**config.mk**
```make
export PLATFORM = sky130hd
export DESIGN_NAME = exhaustive_vector_sequencer_flat
export DESIGN_NICKNAME = d
export VERILOG_FILES = /design/src/rtl/exhaustive_vector_sequencer_if.sv /design/src/rtl/exhaustive_vector_sequencer.sv /design/src/flat_wrapper.sv
export SDC_FILE = /design/constraint.sdc
export NUM_CORES = 1
export LEC_CHECK = 0
export BUFFER_PORTS_ARGS = -buffer_cell sky130_fd_sc_hd__buf_2
export CAP_MARGIN = 20
export CORE_UTILIZATION = 40
export CTS_BUF_LIST = sky130_fd_sc_hd__clkbuf_4
export DETAILED_ROUTE_END_ITERATION = 16
export GPL_TIMING_DRIVEN = 0
export PLACE_DENSITY = 0.59
export SLEW_MARGIN = 30
export SYNTH_ARGS = -nofsm -noshare
export SYNTH_HDL_FRONTEND = slang
export SYNTH_SLANG_ARGS = --single-unit
```
**constraint.sdc**
```tcl
create_clock -name CK -period 4.65 [get_ports CK]
set_input_delay 0.2325 -clock CK [delete_from_list [all_inputs] [get_ports CK]]
set_output_delay 0.2325 -clock CK [all_outputs]
set_load 0.02 [all_outputs]
```
**src/rtl/exhaustive_vector_sequencer_if.sv**
```systemverilog
// Record stream from the vector sequencer to the downstream logger.
// One {vector, response} record per applied vector, valid/ready handshake.
interface exhaustive_vector_sequencer_if #(
    parameter int unsigned WIDTH = 6
);
    logic             rec_valid;
    logic             rec_ready;
    logic [0:WIDTH-1] rec_vector;
    logic             rec_bit;

    modport master (output rec_valid, output rec_vector, output rec_bit, input rec_ready);
    modport slave  (input rec_valid, input rec_vector, input rec_bit, output rec_ready);
endinterface

```
**src/rtl/exhaustive_vector_sequencer.sv**
```systemverilog
// Sweeps every input vector of a combinational target, samples its response after a
// programmable settle time, compacts the responses into a MISR and streams one record per vector.
module exhaustive_vector_sequencer #(
    parameter int unsigned       WIDTH  = 6,
    parameter int unsigned       SETTLE = 1,
    parameter int unsigned       SIG_W  = 16,
    parameter logic [SIG_W-1:0]  POLY   = 16'h1021
) (
    input  logic                         CK,
    input  logic                         reset,
    input  logic                         start,
    output logic [0:WIDTH-1]             N,
    input  logic                         resp_in,
    exhaustive_vector_sequencer_if.master rec,
    output logic [SIG_W-1:0]             signature,
    output logic [WIDTH:0]               ones_count,
    output logic                         busy,
    output logic                         done
);
    localparam logic [7:0] SETTLE_C = 8'(SETTLE);

    typedef enum logic [1:0] {
        ST_IDLE,
        ST_WAIT,
        ST_EMIT,
        ST_DONE
    } state_t;

    state_t           state_q, state_d;
    logic [0:WIDTH-1] n_q, n_d;
    logic [7:0]       cnt_q, cnt_d;
    logic [0:WIDTH-1] rvec_q, rvec_d;
    logic             rbit_q, rbit_d;
    logic [SIG_W-1:0] sig_q, sig_d;
    logic [WIDTH:0]   ones_q, ones_d;

    always_ff @(posedge CK or negedge reset) begin
        if (!reset) begin
            state_q <= ST_IDLE;
            n_q     <= '0;
            cnt_q   <= '0;
            rvec_q  <= '0;
            rbit_q  <= 1'b0;
            sig_q   <= '0;
            ones_q  <= '0;
        end else begin
            state_q <= state_d;
            n_q     <= n_d;
            cnt_q   <= cnt_d;
            rvec_q  <= rvec_d;
            rbit_q  <= rbit_d;
            sig_q   <= sig_d;
            ones_q  <= ones_d;
        end
    end

    always_comb begin
        state_d = state_q;
        n_d     = n_q;
        cnt_d   = cnt_q;
        rvec_d  = rvec_q;
        rbit_d  = rbit_q;
        sig_d   = sig_q;
        ones_d  = ones_q;
        unique case (state_q)
            ST_IDLE, ST_DONE: begin
                if (start) begin
                    n_d     = '0;
                    sig_d   = '0;
                    ones_d  = '0;
                    cnt_d   = SETTLE_C;
                    state_d = ST_WAIT;
                end
            end
            ST_WAIT: begin
                if (cnt_q != '0) begin
                    cnt_d = cnt_q - 8'd1;
                end else begin
                    rbit_d  = resp_in;
                    rvec_d  = n_q;
                    // Shift left, fold the polynomial in on MSB carry-out, inject the response at bit 0.
                    sig_d   = {sig_q[SIG_W-2:0], 1'b0}
                            ^ (sig_q[SIG_W-1] ? POLY : '0)
                            ^ {{(SIG_W-1){1'b0}}, resp_in};
                    ones_d  = ones_q + (WIDTH+1)'(resp_in);
                    state_d = ST_EMIT;
                end
            end
            ST_EMIT: begin
                if (rec.rec_ready) begin
                    if (&n_q) begin
                        state_d = ST_DONE;
                    end else begin
                        n_d     = n_q + WIDTH'(1);
                        cnt_d   = SETTLE_C;
                        state_d = ST_WAIT;
                    end
                end
            end
            default: state_d = ST_IDLE;
        endcase
    end

    assign N              = n_q;
    assign rec.rec_valid  = (state_q == ST_EMIT);
    assign rec.rec_vector = rvec_q;
    assign rec.rec_bit    = rbit_q;
    assign signature      = sig_q;
    assign ones_count     = ones_q;
    assign busy           = (state_q == ST_WAIT) || (state_q == ST_EMIT);
    assign done           = (state_q == ST_DONE);
endmodule

```
**src/flat_wrapper.sv**
```systemverilog
// flat-port wrapper written by rule: the top's interface ports become plain ports
module exhaustive_vector_sequencer_flat 
#(
    parameter int unsigned       WIDTH  = 6,
    parameter int unsigned       SETTLE = 1,
    parameter int unsigned       SIG_W  = 16,
    parameter logic [SIG_W-1:0]  POLY   = 16'h1021
)
  (CK, reset, start, N, resp_in, signature, ones_count, busy, done, rec_rec_valid, rec_rec_vector, rec_rec_bit, rec_rec_ready);
  exhaustive_vector_sequencer_if #(.WIDTH(WIDTH)) rec_i ();
  input  logic CK;
  input  logic reset;
  input  logic start;
  output logic [0:WIDTH-1] N;
  input  logic resp_in;
  output logic [SIG_W-1:0] signature;
  output logic [WIDTH:0] ones_count;
  output logic busy;
  output logic done;
  output wire logic [$bits(rec_i.rec_valid)-1:0] rec_rec_valid;
  output wire logic [$bits(rec_i.rec_vector)-1:0] rec_rec_vector;
  output wire logic [$bits(rec_i.rec_bit)-1:0] rec_rec_bit;
  input wire logic [$bits(rec_i.rec_ready)-1:0] rec_rec_ready;
  assign rec_rec_valid = rec_i.rec_valid;
  assign rec_rec_vector = rec_i.rec_vector;
  assign rec_rec_bit = rec_i.rec_bit;
  assign rec_i.rec_ready = rec_rec_ready;
  exhaustive_vector_sequencer #(.WIDTH(WIDTH), .SETTLE(SETTLE), .SIG_W(SIG_W), .POLY(POLY)) u_core (.CK(CK), .reset(reset), .start(start), .N(N), .resp_in(resp_in), .rec(rec_i), .signature(signature), .ones_count(ones_count), .busy(busy), .done(done));
endmodule
```
# Word level (Yosys, flattened, before mapping)
# Cells that the tools add are included.
# word_totals
regBits,46
in_bits,5
output_inout_bits,39
wordCells,54
# op_classes
add_sub_neg,3
n_eq_ne,8
mux,21
bitwise_logic,3
n_reduce_logical,12
# ops
cell,n
$mux 16,2
$mux 8,4
$pmux 16 s2,1
$pmux 8 s3,1
$mux 6,3
$xor 16x1->16,1
$xor 16x16->16,1
$mux 7,2
$pmux 7 s2,1
$mux 13,1
$pmux 6 s2,1
$mux 2,4
$reduce_and 4->1,2
$reduce_bool 8->1,1
$sub 8x1->8 const B,1
$add 7x1->7,1
$add 6x1->6 const B,1
$ne 2x2->1 const B,3
$pmux 2 s3,1
$reduce_and 3->1,2
$reduce_and 6->1,1
$eq 2x2->1 const B,2
$ne 2x1->1 const B,2
$reduce_bool 2->1,2
other kinds (6),6

# Logic depth before layout (Yosys ltp)
# logic_depth
ltp_word,5
depth_mapped,8
ltp_nobuf,6

# Least setup slack after synthesis
# OpenSTA, ideal clock, no wires.
# synth_path
kind,reg-to-reg
startpoint,register u_core.cnt_q[0]
endpoint,register u_core.rbit_q (netlist: u_core.rec.rec_bit)
setup_ps,128
arrival_ps,2058
required_time_ps,4522
slack_ps,2464
stages_incl_launch_ff,8
n_path_buf,2
period_less_slack_ps,2186
path_cell_list,dfrtp_1 inv_1 ha_1 or3b_1 clkbuf_1 or4_4 buf_6 mux2_1
# synth_via
elab_chain_len,3
# synth_rtl
item,line_no,rtl
from (decl),exhaustive_vector_sequencer.sv:31,"logic [7:0] cnt_q, cnt_d;"
from (signal assigned),exhaustive_vector_sequencer.sv:49,cnt_q <= cnt_d;
$reduce_bool 8->1,exhaustive_vector_sequencer.sv:76,if (cnt_q != '0) begin
$not 1->1 (no source line),-,
$reduce_and 2->1 (no source line),-,
to (signal assigned),exhaustive_vector_sequencer.sv:51,rbit_q <= rbit_d;
to (decl),exhaustive_vector_sequencer.sv:33,"logic rbit_q, rbit_d;"
# No other way between the ends.
# A chain may end at the register's enable or synchronous reset.

# Final worst setup path
# layout_path
startpoint,register u_core.cnt_q[0]
endpoint,register u_core.sig_q[13] (netlist: u_core.signature[13])
# layout_via
elab_chain_len,3
# layout_rtl
item,line_no,rtl
$reduce_bool 8->1,exhaustive_vector_sequencer.sv:76,
$ne 2x2->1 (no source line),-,
$reduce_and 3->1 (no source line),-,
to (signal assigned),exhaustive_vector_sequencer.sv:52,sig_q <= sig_d;
to (decl),exhaustive_vector_sequencer.sv:34,"logic [SIG_W-1:0] sig_q, sig_d;"
# No other way between the ends.

==> impl_metrics.py <==
metrics = {
    "routing": {
        "via_per_inst": 5.55,
        "wl_per_cell_um": 15.1,
        "drcViolationCount": 0,
        "ant_nets": 0,
        "first_iter_violations": 75,
        "wl_um": 5130,
        "first_pass_iters": 4,
        "vias": 1880,
    },
    "cts": {
        "clk_pin_slew_ps": 140,
        "cts_max_path_buffers": 2,
        "cts_buffers": 5,
        "cts_resized": 0,
        "cts_tree": "built",
        "cts_root_buffer": "clkbuf_4",
        "hold_buffers": 1,
        "clock_latency_ps": 360,
        "clock-sinks": 46,
        "cts-htree-levels": 2,
        "post_cts_buffers": 0,
    },
    "worst_setup_path": {
        "critPathTopFamily": "simple AND/OR/NAND/NOR gates",
        "crit_path_end_kind": "flop",
        "crit_buf_inv": 3,
        "arrival_ps": 2740,
        "start_kind": "flop",
        "critPathMaxFanout": 10,
        "cp-startpoint": "u_core.cnt_q[0]$_DFFE_PN0P_",
        "crit_chain": "inv_1 > ha_1 > or3b_1 > clkbuf_1 > or4_4 > nor2_4 > buf_4 > a22o_1",
        "cp_data_required_time_ps": 4940,
        "critPathKind": "reg2reg",
        "cpMaxStageDelayCell": "or4_4",
        "cpPeakStageDelay_ps": 500,
        "reg2reg_from": "u_core.cnt_q[0]$_DFFE_PN0P_",
    },
    "timing": {
        "maxSlewHeadroom": 0.429,
        "tightest_slew_ps": 857,
        "slew_viol_final": 0,
        "hold_slack_ps": 133,
        "rsz0062_at_grt": "false",
        "timing.fmax_mhz": 409,
        "skew_ps": 15.5,
        "period_minus_slack_ps": 2450,
        "finalHoldViolations": 0,
        "setup_viol": 0,
        "finalSetupTns_ps": 0,
        "fin_crit_sh": 0.526,
    },
    "final_layout": {
        "final_common_cell": "dfrtp_1",
        "multiInputGateArea_um2": 1090,
        "design_area_um2": 2700,
        "n_antenna_cell": 0,
        "post-route-util": 0.487,
        "regArea_um2": 1150,
        "drive_gt1_frac": 0.236,
        "fin_nets": 280,
        "final_cell_mix": "dfrtp_1 (46), buf_2 (44), a22o_1 (21), nor2_1 (16), o21ai_0 (12)",
        "area_growth_pct": 16.0,
        "n_fill_cell": 559,
    },
    "floorplan": {
        "boundaryPins": 44,
        "die_h_um": 78.3,
        "initial_core_util": 0.420,
        "rows": 27,
        "die_w_um": 78.3,
        "core_um2": 5540,
        "dieArea_um2": 6120,
    },
    "grt": {
        "overflow": 0,
        "grt_pass1_vias": 1724,
        "grt_max_degree": 47,
        "track_usage": 0.176,
        "antenna_found_initial": 0,
        "grt_pass1_wl_um": 8480,
    },
    "min_path": {
        "hold_class": "in2reg",
        "hold_start": "resp_in",
    },
    "synth": {
        "ys_seq_elements": 46,
        "avgSynthCellArea_um2": 10.8,
        "ys_async_sr_fraction": 1.00,
        "ys_seq_area_frac": 0.495,
        "syn-cell-area_um2": 2330,
        "synth_top_area_share": 0.495,
        "synth_edf_count": 0,
        "syn_inst": 215,
        "synth_area_leaders": "dfrtp_1 (49%), a22o_1 (7.9%), ha_1 (4.8%)",
        "yosysTopAreaCell": "dfrtp_1",
        "yosys_most_used_dff": "dfrtp_1",
        "ys_types": 46,
        "yosys_warnings": 0,
        "syn_nets": 229,
    },
    "power_and_ir_drop": {
        "power_mw": 1.28,
        "ir_worst_vdd_mv": 0.201,
        "p_leak_nw": 1.37,
        "pwr_density_cell_nw_per_um2": 476,
    },
    "job": {
        "maxCapViolations": 0,
    },
    "placement": {
        "hpwl_um": 3550,
        "portBuffers": 43,
        "placed_area_um2": 2630,
        "place.gp.congestion": 0.765,
    },
    "outcome": {
        "outcome": "completed",
    },
}
==> per-layer routing <==
| layer | part of all wire | vias to the layer above | routed length (um) | global-route usage |
|---|---|---|---|---|
| met1 | 0.51 | 941 | 2620 | 0.261 |
| met2 | 0.45 | 29 | 2280 | 0.259 |
| met4 | 0.015 | 0 | 78 | 0.0593 |
| li1 | - | 902 | - | - |
| met5 | 0 | - | 0 | 0 |
| met3 | 0.028 | 8 | 145 | 0.0326 |
==> stage by stage <==
step                      setup WS [ps]  cells
after floorplan                    2460    215
after global placement             2260    330
after detailed placement           2250    330
after CTS                          2210    339
after global routing               2060    339
final                              2200    339
==> final timing paths <==
path	endpoint	slack [ps]	cells past startpoint
min in group asynchronous	u_core.cnt_q[0]$_DFFE_PN0P_	410	2
worst min-delay path	u_core.rec.rec_bit$_DFFE_PN0P_	130	2
max in group asynchronous	u_core.signature[11]$_DFFE_PN0P_	3840	2
worst max-delay path	u_core.signature[13]$_DFFE_PN0P_	2200	8
worst max register to register	u_core.signature[13]$_DFFE_PN0P_	2200	8
worst min register to register	u_core.rec.rec_vector[4]$_DFFE_PN0P_	500	1
==> power by group <==
part	internal, mW	switching (mW)
logic	0.199	0.388
registers	0.456	0.0527
clock network	0.0629	0.126
==> final cells by class <==
cell class	instances	area share
Buffer	9	0.0176
Clock buffer	6	0.0167
Clock inverter	2	0.00325
Inverter	11	0.0153
Multi-Input combinational cell	149	0.403
Sequential cell	46	0.427
Tap cell	72	0.0334
Timing Repair Buffer	44	0.0844
==> synth_stat cells, drive strengths merged (2+ instances only) <==
cell and n:
nand2 9, a22o 21, a32o 2, clkbuf 5, mux2 8, nand4 5
nor4 8, nor3 8, nand2b 4, ha 9, o21ai 14, o31a 2
nand3 9, xor2 3, a21oi 2, or4 3, buf 4, inv 11
dfrtp 46, nor2 17, mux2i 6, nor2b 2, or3 2
==> registers in the layout (all words and copies together), names as in the netlist <==
name                   count
u_core.signature          16
u_core.cnt_q               8
u_core.rec.rec_bit         1
u_core.N                   6
u_core.rec.rec_vector      6
u_core.state_q             2
u_core.ones_count          7
==> cell families after synthesis <==
family                     share of synthesized area
muxes                                         0.0646
AOI/OAI and AO/OA                              0.174
and+or+nand+nor                                0.169
adders and majority gates                     0.0484
buffers and inverters                         0.0382
xor gates and xnor gates                      0.0113
DFF                                            0.495
No activity file was read; power rests on OpenSTA's default activity.
